### config.mk
export PLATFORM = sky130hd
export DESIGN_NAME = adder_stream_ctrl_flat
export DESIGN_NICKNAME = d
export VERILOG_FILES = /design/src/rtl/adder_stream_pkg.sv /design/src/rtl/adder_stream_if.sv /design/src/rtl/adder_stream_fifo.sv /design/src/rtl/adder_stream_ctrl.sv /design/src/flat_wrapper.sv
export SDC_FILE = /design/constraint.sdc
export NUM_CORES = 1
export LEC_CHECK = 0
export ABC_AREA = 1
export BUFFER_PORTS_ARGS = -buffer_cell sky130_fd_sc_hd__buf_2
export CORE_MARGIN = 8
export CORE_UTILIZATION = 50
export CTS_BUF_LIST = sky130_fd_sc_hd__clkbuf_4
export CTS_CLUSTER_DIAMETER = 200
export DETAILED_ROUTE_END_ITERATION = 8
export GPL_TIMING_DRIVEN = 1
export PLACE_DENSITY_LB_ADDON = 0.25
export SLEW_MARGIN = 10
export SYNTH_ARGS = -nofsm -noshare
export SYNTH_HDL_FRONTEND = slang
export SYNTH_HIERARCHICAL = 1
export SYNTH_SLANG_ARGS = --single-unit
### constraint.sdc
create_clock -name clk -period 5.1 [get_ports clk]
set_clock_uncertainty 0.15 [all_clocks]
set_input_delay 0 -clock clk [delete_from_list [all_inputs] [get_ports clk]]
set_output_delay 0 -clock clk [all_outputs]
set_load 0.02 [all_outputs]
### src/rtl/adder_stream_pkg.sv
// Shared widths, the result record and a width helper for the streaming adder controller.
// Defining ADDER_STREAM_TAG_EN adds a tag field to every result.
package adder_stream_pkg;

  localparam int W     = 64;
  localparam int TAG_W = 4;

  typedef struct packed {
    logic         cout;
    logic [W-1:0] sum;
`ifdef ADDER_STREAM_TAG_EN
    logic [TAG_W-1:0] tag;
`endif
  } result_t;

  function automatic int clog2(input int n);
    int r;
    r = 0;
    while ((1 << r) < n) r++;
    return r;
  endfunction

endpackage

### src/rtl/adder_stream_if.sv
// Operand-in / result-out valid/ready streams of the adder controller.
// The tag signals exist only when ADDER_STREAM_TAG_EN is defined.
interface adder_stream_if;
  import adder_stream_pkg::*;

  logic         in_valid;
  logic         in_ready;
  logic [W-1:0] in_a;
  logic [W-1:0] in_b;
  logic         out_valid;
  logic         out_ready;
  logic [W-1:0] out_sum;
  logic         out_cout;
`ifdef ADDER_STREAM_TAG_EN
  logic [TAG_W-1:0] in_tag;
  logic [TAG_W-1:0] out_tag;
`endif

  modport master (
    output in_valid, in_a, in_b, out_ready,
    input  in_ready, out_valid, out_sum, out_cout
`ifdef ADDER_STREAM_TAG_EN
    , output in_tag, input out_tag
`endif
  );

  modport slave (
    input  in_valid, in_a, in_b, out_ready,
    output in_ready, out_valid, out_sum, out_cout
`ifdef ADDER_STREAM_TAG_EN
    , input in_tag, output out_tag
`endif
  );

endinterface

### src/rtl/adder_stream_fifo.sv
// Single-clock result FIFO of result_t; pointers carry one extra bit so full and empty
// are distinguishable, and the head is read straight from the storage flops.
module adder_stream_fifo
  import adder_stream_pkg::*;
#(
  parameter int DEPTH = 4
) (
  input  logic                    clk,
  input  logic                    rst_n,
  input  logic                    push,
  input  result_t                 push_data,
  input  logic                    pop,
  output result_t                 head,
  output logic                    full,
  output logic                    empty,
  output logic [clog2(DEPTH):0]   count
);

  localparam int AW = clog2(DEPTH);

  logic [AW:0] wr_ptr_q, wr_ptr_d;
  logic [AW:0] rd_ptr_q, rd_ptr_d;
  logic        wr_en;
  logic        rd_en;
  result_t     mem_q [DEPTH];

  assign count = wr_ptr_q - rd_ptr_q;
  assign empty = (wr_ptr_q == rd_ptr_q);
  assign full  = (count == (AW+1)'(DEPTH));
  assign rd_en = pop && !empty;
  assign wr_en = push && (!full || rd_en);
  assign head  = mem_q[rd_ptr_q[AW-1:0]];

  always_comb begin
    // NOTE: every always_comb output gets a default first so no path leaves it unassigned (no latch).
    wr_ptr_d = wr_ptr_q;
    rd_ptr_d = rd_ptr_q;
    if (wr_en) wr_ptr_d = wr_ptr_q + (AW+1)'(1);
    if (rd_en) rd_ptr_d = rd_ptr_q + (AW+1)'(1);
  end

  always_ff @(posedge clk or negedge rst_n) begin
    if (!rst_n) begin
      wr_ptr_q <= '0;
      rd_ptr_q <= '0;
    end else begin
      wr_ptr_q <= wr_ptr_d;
      rd_ptr_q <= rd_ptr_d;
    end
  end

  // NOTE: storage is deliberately not reset; the pointers decide which entries are meaningful.
  always_ff @(posedge clk) begin
    if (wr_en) mem_q[wr_ptr_q[AW-1:0]] <= push_data;
  end

endmodule

### src/rtl/adder_stream_ctrl.sv
// Valid/ready front/back end for a registered LAT-cycle adder wrapper with credit-based issue.
// Optional ADDER_STREAM_TAG_EN carries a per-op tag alongside the valid shift register.
module adder_stream_ctrl
  import adder_stream_pkg::*;
#(
  parameter int LAT   = 2,
  parameter int DEPTH = 4
) (
  input  logic                        clk,
  input  logic                        rst_n,
  adder_stream_if.slave               s,
  output logic [W-1:0]                add_a,
  output logic [W-1:0]                add_b,
  input  logic [W-1:0]                add_sum,
  input  logic                        add_cout,
  output logic [clog2(DEPTH+1)-1:0]   inflight
);

  localparam int            CW      = clog2(DEPTH+1);
  localparam logic [CW-1:0] DEPTH_C = CW'(DEPTH);

  logic           ready_en_q, ready_en_d;
  logic [CW-1:0]  inflight_q, inflight_d;
  logic [LAT-1:0] valid_sr_q, valid_sr_d;
  logic [W-1:0]   add_a_q, add_a_d;
  logic [W-1:0]   add_b_q, add_b_d;
  logic           fire;
  logic           pop;
  logic           fifo_full;
  logic           fifo_empty;
  logic [clog2(DEPTH):0] fifo_count;
  result_t        cap_data;
  result_t        head;
`ifdef ADDER_STREAM_TAG_EN
  logic [TAG_W-1:0] tag_sr_q [LAT];
  logic [TAG_W-1:0] tag_sr_d [LAT];
`endif

  // A pop this cycle frees a credit, so a full controller may still accept.
  assign pop        = s.out_valid && s.out_ready;
  assign s.in_ready = ready_en_q && ((inflight_q < DEPTH_C) || pop);
  assign fire       = s.in_valid && s.in_ready;

  always_comb begin
    ready_en_d = 1'b1;
    add_a_d    = fire ? s.in_a : add_a_q;
    add_b_d    = fire ? s.in_b : add_b_q;
    valid_sr_d = '0;
    valid_sr_d[0] = fire;
    for (int i = 1; i < LAT; i++) valid_sr_d[i] = valid_sr_q[i-1];
`ifdef ADDER_STREAM_TAG_EN
    tag_sr_d[0] = s.in_tag;
    for (int i = 1; i < LAT; i++) tag_sr_d[i] = tag_sr_q[i-1];
`endif
    inflight_d = inflight_q;
    unique case ({fire, pop})
      2'b10:   inflight_d = inflight_q + CW'(1);
      2'b01:   inflight_d = inflight_q - CW'(1);
      default: inflight_d = inflight_q;
    endcase
  end

  // NOTE: state is updated with <= so every flop samples pre-edge values; always_comb uses =.
  always_ff @(posedge clk or negedge rst_n) begin
    if (!rst_n) begin
      ready_en_q <= 1'b0;
      inflight_q <= '0;
      valid_sr_q <= '0;
      add_a_q    <= '0;
      add_b_q    <= '0;
`ifdef ADDER_STREAM_TAG_EN
      for (int i = 0; i < LAT; i++) tag_sr_q[i] <= '0;
`endif
    end else begin
      ready_en_q <= ready_en_d;
      inflight_q <= inflight_d;
      valid_sr_q <= valid_sr_d;
      add_a_q    <= add_a_d;
      add_b_q    <= add_b_d;
`ifdef ADDER_STREAM_TAG_EN
      for (int i = 0; i < LAT; i++) tag_sr_q[i] <= tag_sr_d[i];
`endif
    end
  end

  // Wrapper output lines up with valid_sr[LAT-1]; anything else on add_sum is stale.
  always_comb begin
    cap_data      = '0;
    cap_data.sum  = add_sum;
    cap_data.cout = add_cout;
`ifdef ADDER_STREAM_TAG_EN
    cap_data.tag  = tag_sr_q[LAT-1];
`endif
  end

  adder_stream_fifo #(
    .DEPTH (DEPTH)
  ) u_fifo (
    .clk       (clk),
    .rst_n     (rst_n),
    .push      (valid_sr_q[LAT-1]),
    .push_data (cap_data),
    .pop       (pop),
    .head      (head),
    .full      (fifo_full),
    .empty     (fifo_empty),
    .count     (fifo_count)
  );

  assign add_a       = add_a_d;
  assign add_b       = add_b_d;
  assign inflight    = inflight_q;
  assign s.out_valid = !fifo_empty;
  assign s.out_sum   = head.sum;
  assign s.out_cout  = head.cout;
`ifdef ADDER_STREAM_TAG_EN
  assign s.out_tag   = head.tag;
`endif

  capture_never_full_a: assert property (@(posedge clk) disable iff (!rst_n)
    !(valid_sr_q[LAT-1] && fifo_full));
  fifo_within_credits_a: assert property (@(posedge clk) disable iff (!rst_n)
    fifo_count <= inflight_q);

endmodule

### src/flat_wrapper.sv
// flat-port wrapper written by rule: the top's interface ports become plain ports
module adder_stream_ctrl_flat import adder_stream_pkg::*;
#(
  parameter int LAT   = 2,
  parameter int DEPTH = 4
)
  (clk, rst_n, add_a, add_b, add_sum, add_cout, inflight, s_in_valid, s_in_a, s_in_b, s_out_ready, s_in_ready, s_out_valid, s_out_sum, s_out_cout);
  adder_stream_if s_i ();
  input  logic clk;
  input  logic rst_n;
  output logic [W-1:0] add_a;
  output logic [W-1:0] add_b;
  input  logic [W-1:0] add_sum;
  input  logic add_cout;
  output logic [clog2(DEPTH+1)-1:0] inflight;
  input wire logic [$bits(s_i.in_valid)-1:0] s_in_valid;
  input wire logic [$bits(s_i.in_a)-1:0] s_in_a;
  input wire logic [$bits(s_i.in_b)-1:0] s_in_b;
  input wire logic [$bits(s_i.out_ready)-1:0] s_out_ready;
  output wire logic [$bits(s_i.in_ready)-1:0] s_in_ready;
  output wire logic [$bits(s_i.out_valid)-1:0] s_out_valid;
  output wire logic [$bits(s_i.out_sum)-1:0] s_out_sum;
  output wire logic [$bits(s_i.out_cout)-1:0] s_out_cout;
  assign s_i.in_valid = s_in_valid;
  assign s_i.in_a = s_in_a;
  assign s_i.in_b = s_in_b;
  assign s_i.out_ready = s_out_ready;
  assign s_in_ready = s_i.in_ready;
  assign s_out_valid = s_i.out_valid;
  assign s_out_sum = s_i.out_sum;
  assign s_out_cout = s_i.out_cout;
  adder_stream_ctrl #(.LAT(LAT), .DEPTH(DEPTH)) u_core (.clk(clk), .rst_n(rst_n), .s(s_i), .add_a(add_a), .add_b(add_b), .add_sum(add_sum), .add_cout(add_cout), .inflight(inflight));
endmodule
==> metrics, run 1 <==
Failed at clock tree synthesis; status stopped before the end; Run Error [ERROR RSZ-0060] Max buffer count reached.; syn_nets ~1500; Inserted Clock Buffers 102; PostCTS Resize Cnt 0; Die Span Y about 200 um; Post-DP HPWL 27400 um; PortBufs 394; Post-CTS Hold Buffers 440; post-CTS setup buffers 0; Root Buffer clkbuf_4; GP Congestion around 0.86; Initial Utilization 0.502; Ys Warns 6; H-tree depth 3; Die Wd roughly 200 um; I/O pins just under 400; Mapped Cells between 1000 and 1500; mapped cell area roughly 0.016 sq mm; # rows between 60 and 70; Syn Area/Cell approximately 13 sq um; clk sinks 400; clk buf depth 3
[stage by stage]
step | worst slack [ns] | hold slack [ns] | std cells | area (sq um)
floorplan | -0.105 | -0.446 | 1289 | 16200
global placement | 1.83 | 0.00600 | 2008 | 18200
detailed placement | 1.82 | 0.000900 | 2008 | 18200
==> run 2, diff against run 1 <==
--- a/config.mk
+++ b/config.mk
@@ -8,12 +8,10 @@
 export ABC_AREA = 1
 export BUFFER_PORTS_ARGS = -buffer_cell sky130_fd_sc_hd__buf_2
 export CORE_MARGIN = 8
-export CORE_UTILIZATION = 50
-export CTS_BUF_LIST = sky130_fd_sc_hd__clkbuf_4
-export CTS_CLUSTER_DIAMETER = 200
+export CORE_UTILIZATION = 40
 export DETAILED_ROUTE_END_ITERATION = 8
 export GPL_TIMING_DRIVEN = 1
-export PLACE_DENSITY_LB_ADDON = 0.25
+export PLACE_DENSITY_LB_ADDON = 0.15
 export SLEW_MARGIN = 10
 export SYNTH_ARGS = -nofsm -noshare
 export SYNTH_HDL_FRONTEND = slang
==> constraint.sdc (replaced) <==
create_clock -name clk -period 6.6 [get_ports clk]
set_clock_uncertainty 0.15 [all_clocks]
set_input_delay 0 -clock clk [delete_from_list [all_inputs] [get_ports clk]]
set_output_delay 0 -clock clk [all_outputs]
set_load 0.02 [all_outputs]
==> run 2 against run 1 <==
- synthesized cell count is the same
- synthesized area is the same
- the run now ends clean
==> metrics, run 2 <==
vias in the first global route between 10000 and 15000; total number of vias 12400; CP max FO 110; Global Route Usage Sum 0.200; # rows 73; IR drop worst, VDD between 0.2 and 0.3 mV; Pins Over Slew Limit 0; R2R Path End u_core/add_a_q[7]$_DFF_PN0_; P&R area growth vs syn 36.5%; first-pass GRT wire length between 70000 and 80000 um; Syn Area/Cell around 13 sq um; post-layout worst setup margin 2.09 ns; Worst-Margin Slew 1.17 ns; initial antenna violation count 5; Root Buffer clkbuf_16; Wirelength per Cell between 20 and 25 um; min Tclk post-route 4.51 ns; Initial Utilization 0.406; crit path capture type output port; GP Congestion 0.802; H-tree depth 2; I/O pins between 300 and 400; achievable frequency roughly 0.22 GHz; RSZ-0062 raised after global routing false; post-CTS setup buffers 0; CP Launch Point u_core/u_fifo/rd_ptr_q[0]$_DFFE_PN0P_; Inserted Clock Buffers 43; top sig layer met5; max FFs per register 260; metal2 WL between 20000 and 25000 um; Die Wd between 200 and 250 um; clk buf depth 3; worst hold path class primary input to register; fin area about 0.022 sq mm; # Max-Cap Violations 0; R2R Path Start u_core/u_fifo/rd_ptr_q[0]$_DFFE_PN0P_; Die Span Y between 200 and 250 um; nets ~2100; CP arrival 4.36 ns; DRT Pass-1 Iters 5; Final ANT Viol Nets 0; Mapped Cells about 1300; Slew headroom 0.219; final worst-path cycle share 0.683; setup violators final 0; total congestion overflow 0; routed wl met3 between 4000 and 5000 um; reg-to-reg slack, setup ~2.8 ns; PortBufs 394; Leakage between 9 and 10 nW; most common cell after layout, fill and taps aside buf_2; Critical Path Sink add_a[7]; core area between 0.03 and 0.04 sq mm; die area 0.0471 sq mm; clk sinks 400; M1 WL approximately 20000 um; CTS tree done; pwr dens around 430 mW/mm^2; worst path required time between 6 and 7 ns; layout cell share with drive strength beyond 1 0.286; worst reg2reg path depth 12; Final Hold Fails 0; clock latency on the worst-skew pair 0.55 ns; status finished, final reports clean; vias per cell ~5; drt drc 0; syn_nets ~1500; dpl ws ~3 ns; Placed Area between 0.015 and 0.02 sq mm; largest net degree at the start of global routing 111; PostCTS Resize Cnt 0; drt total wl 48900 um; Worst Setup Start Kind register; total power approximately 0.0095 W; Post-DP HPWL 29400 um; mapped cell area ~0.016 sq mm; Setup TNS 0 ns; leading cell types in the layout, fill and taps excluded buf_2, nand2_1, edfxtp_1, dlygate4sd3_1, dfrtp_1; Ys Warns 6; Crit Path Category register to output port; clk slew on worst S/H paths ~0.060 ns; DRT iter0 DRCs between 800 and 900
[run 2: area by class of cell]
class	count	area (sq um)
antenna	3	7.51
clock buffer	53	1110
clock inverter	24	251
fill	3360	17800
inverter	26	103
multi-input combinational	765	4150
sequential	400	11300
tap	525	657
timing repair buffer	644	4470
[run 2: timing repair]
item | CTS | global route
endpoints found under the setup margin | 0 | 0
hold buffers | 237 | 0
hold endpoints to repair | 462 | 0
[run 2: metal layers]
metal,GRT usage,up-vias
met5,0,-
met4,0.0751,4
met3,0.0612,105
met2,0.325,495
met1,0.250,6003
li1,-,5808
[run 2: stage by stage]
stage / hold slack, ns / std cells / utilization
2_1_floorplan: -0.446 / 1289 / -
3_3_place_gp: -0.102 / 2123 / 0.460
3_5_place_dp: -0.101 / 2123 / 0.460
4_1_cts: 0.00219 / 2437 / 0.554
5_1_grt: 0.0394 / 2440 / 0.554
6_report: 0.0539 / 2440 / 0.554
[run 2: critical path, stage by stage (launching register included)]
cell	delay, ns
dfrtp_4	0.77
ha_1	0.35
nand2_1	0.06
inv_1	0.05
nand3_2	0.07
inv_1	0.05
inv_2	0.05
nand2_1	0.08
nand2_4	0.21
buf_4	0.86
nand4_1	0.29
dlygate4sd3_1	0.68
nand2_1	0.09
buf_2	0.17
[run 2: how the worst min path moves through the flow]
stage / slack (ns) / cells after the start / from / end
after global routing: 0.04 / 2 / add_sum[56] / u_core/u_fifo/mem_q[0][56]$_DFFE_PP_
after detailed placement: -0.10 / 1 / rst_n / u_core/add_a_q[21]$_DFF_PN0_
after floorplan: -0.45 / 0 / rst_n / u_core/add_a_q[0]$_DFF_PN0_
after global placement: -0.10 / 1 / rst_n / u_core/add_a_q[21]$_DFF_PN0_
after CTS: 0.002 / 2 / add_sum[57] / u_core/u_fifo/mem_q[3][57]$_DFFE_PP_
final: 0.05 / 2 / add_sum[56] / u_core/u_fifo/mem_q[0][56]$_DFFE_PP_
[run 2: power breakdown]
group / total, W / internal, W / leakage (nW) / switching (W)
logic: 0.00371 / 0.00112 / 4.59 / 0.00259
clock network: 0.00236 / 0.00140 / 0.664 / 0.000967
registers: 0.00339 / 0.00319 / 4.08 / 0.000204
total: 0.00947 / 0.00570 / 9.34 / 0.00376
Power figures use the tool's default switching activity.
==> run 3, diff against run 2 <==
==> constraint.sdc (replaced) <==
create_clock -name clk -period 4 [get_ports clk]
set_clock_uncertainty 0.15 [all_clocks]
set_input_delay 0 -clock clk [delete_from_list [all_inputs] [get_ports clk]]
set_output_delay 0 -clock clk [all_outputs]
set_load 0.02 [all_outputs]
==> run 3 against run 2 <==
- the run now ends with hold timing left
- hold slack worse by 0.060 ns
- global-route usage up 0.23 points
- clock power increased by 70%
- critical path type unchanged
- critical endpoint is now add_a[20]
==> metrics, run 3 (synthesized netlist as in run 2, its figures left out) <==
status complete, but fails checks; failing checks hold timing; PortBufs 394; worst path required time just under 4 ns; Final ANT Viol Nets 0; most common cell after layout, fill and taps aside buf_2; Slew headroom 0.290; first-pass GRT wire length around 76000 um; achievable frequency between 0.2 and 0.3 GHz; CP arrival around 3.5 ns; clock latency on the worst-skew pair between 0.5 and 0.6 ns; GP Congestion between 0.8 and 0.9; drt total wl roughly 48000 um; setup violators final 0; hold_ws -0.00619 ns; vias per cell ~5.1; post-layout worst setup margin between 0.3 and 0.4 ns; Worst Setup Start Kind register; Post-CTS Hold Buffers between 200 and 300; # Max-Cap Violations 0; routed wl met3 around 4200 um; CP max FO between 100 and 150; layout cell share with drive strength beyond 1 0.285; dpl ws between 0.8 and 0.9 ns; Leakage ~9.5 nW; max FFs per register 260; Root Buffer clkbuf_16; Die Wd between 200 and 250 um; clk sinks 400; worst hold path class primary input to asynchronous set/reset pin; Inserted Clock Buffers 44; Global Route Usage Sum 0.202; Crit-path slowest cell dlygate4sd3_1; DRT Pass-1 Iters 5; core area approximately 0.04 sq mm; final worst-path cycle share 0.911; P&R area growth vs syn 38.5%; Initial Utilization 0.406; drt drc 0; PostCTS Resize Cnt 0; total number of vias approximately 12000; top sig layer met5; R2R Path Start u_core/u_fifo/wr_ptr_q[0]$_DFFE_PN0P_; largest net degree at the start of global routing 130; CP Launch Point u_core/u_fifo/wr_ptr_q[0]$_DFFE_PN0P_; min Tclk post-route roughly 3.6 ns; RSZ-0062 raised after global routing false; # rows 73; Setup TNS 0 ns; number of fill cells approximately 3300; delay-heaviest family, CP buffers and inverters; clk buf depth 3; crit path capture type output port; Worst-Margin Slew approximately 1.1 ns; I/O pins 395; vias in the first global route about 13000; post-CTS setup buffers 0; Buf+Inv Stages, Crit Path 7; Die Span Y approximately 220 um; total congestion overflow 0; Post-DP HPWL a little under 30000 um; IR drop worst, VDD 0.387 mV; metal2 WL between 20000 and 25000 um; Cell Chain, Critical Path inv_1 -> ha_1 -> nand2_1 -> inv_1 -> nand3_2 -> inv_1 -> inv_2 -> nand2_1 -> nand2_4 -> buf_12 -> nand4_1 -> dlygate4sd3_1 -> nand2_1 -> buf_2; Crit Path Category register to output port; CTS tree done; Wirelength per Cell roughly 20 um; clk slew on worst S/H paths 0.06 ns; Pins Over Slew Limit 0; M1 WL 19500 um; H-tree depth 2; pwr dens about 700 mW/mm^2; crit-path max cell delay 0.63 ns; total power 0.0158 W; DRT iter0 DRCs 897; nets between 2000 and 2500; initial antenna violation count 5; leading cell types in the layout, fill and taps excluded buf_2, nand2_1, edfxtp_1, dlygate4sd3_1, dfrtp_1; Final Hold Fails 6; die area roughly 0.047 sq mm
[run 3: cell types whose count changed in the layout (fill, tap and decap cells not counted), moves of 2 or more]
cell	delta
dlygate4sd3_1	+17
buf_12	+8
buf_4	-5
clkbuf_1	+4
clkbuf_8	+4
clkinv_1	-4
inv_6	-2
[run 3: path summary, 6_finish.rpt]
kind	endpoint	slack, ns	depth (start not counted)
min in group clk	u_core/u_fifo/mem_q[2][44]$_DFFE_PP_	0.04	2
max reg2reg	u_core/u_fifo/mem_q[1][30]$_DFFE_PP_	0.84	14
min reg2reg	u_core/valid_sr_q[1]$_DFF_PN0_	0.21	0
max in group asynchronous	u_core/add_b_q[38]$_DFF_PN0_	2.75	3
max	add_a[20]	0.36	14
min	u_core/add_a_q[6]$_DFF_PN0_	-0.006	2
[run 3: final cells by class]
type / instances / area, sq um / share of cell area
multi-input cells: 765 / 4150 / 0.185
well taps: 525 / 657 / 0.0293
repair buffers: 663 / 4730 / 0.211
clock inverters: 18 / 216 / 0.00966
inverters: 26 / 103 / 0.00458
clock buffers: 62 / 1210 / 0.0540
diodes: 3 / 7.51 / 0.000335
flip-flops and latches: 400 / 11300 / 0.505
[run 3: power breakdown]
| part | switching (W) | total, W | internal [W] |
|---|---|---|---|
| Sequential | 0.000252 | 0.00551 | 0.00525 |
| Clock | 0.00164 | 0.00401 | 0.00237 |
| Combinational | 0.00433 | 0.00625 | 0.00192 |
[run 3: per-layer routing]
metal	vias up	global-route usage
met5	-	0
met4	6	0.0559
met3	82	0.0695
met2	427	0.338
met1	6068	0.248
li1	5852	-
[run 3: per-stage QoR]
step,utilization,area (sq um),std cells
after floorplan,-,16200,1289
after global placement,0.463,18400,2126
after detailed placement,0.463,18400,2126
after CTS,0.562,22400,2459
after global routing,0.562,22400,2461
final,0.562,22400,2462
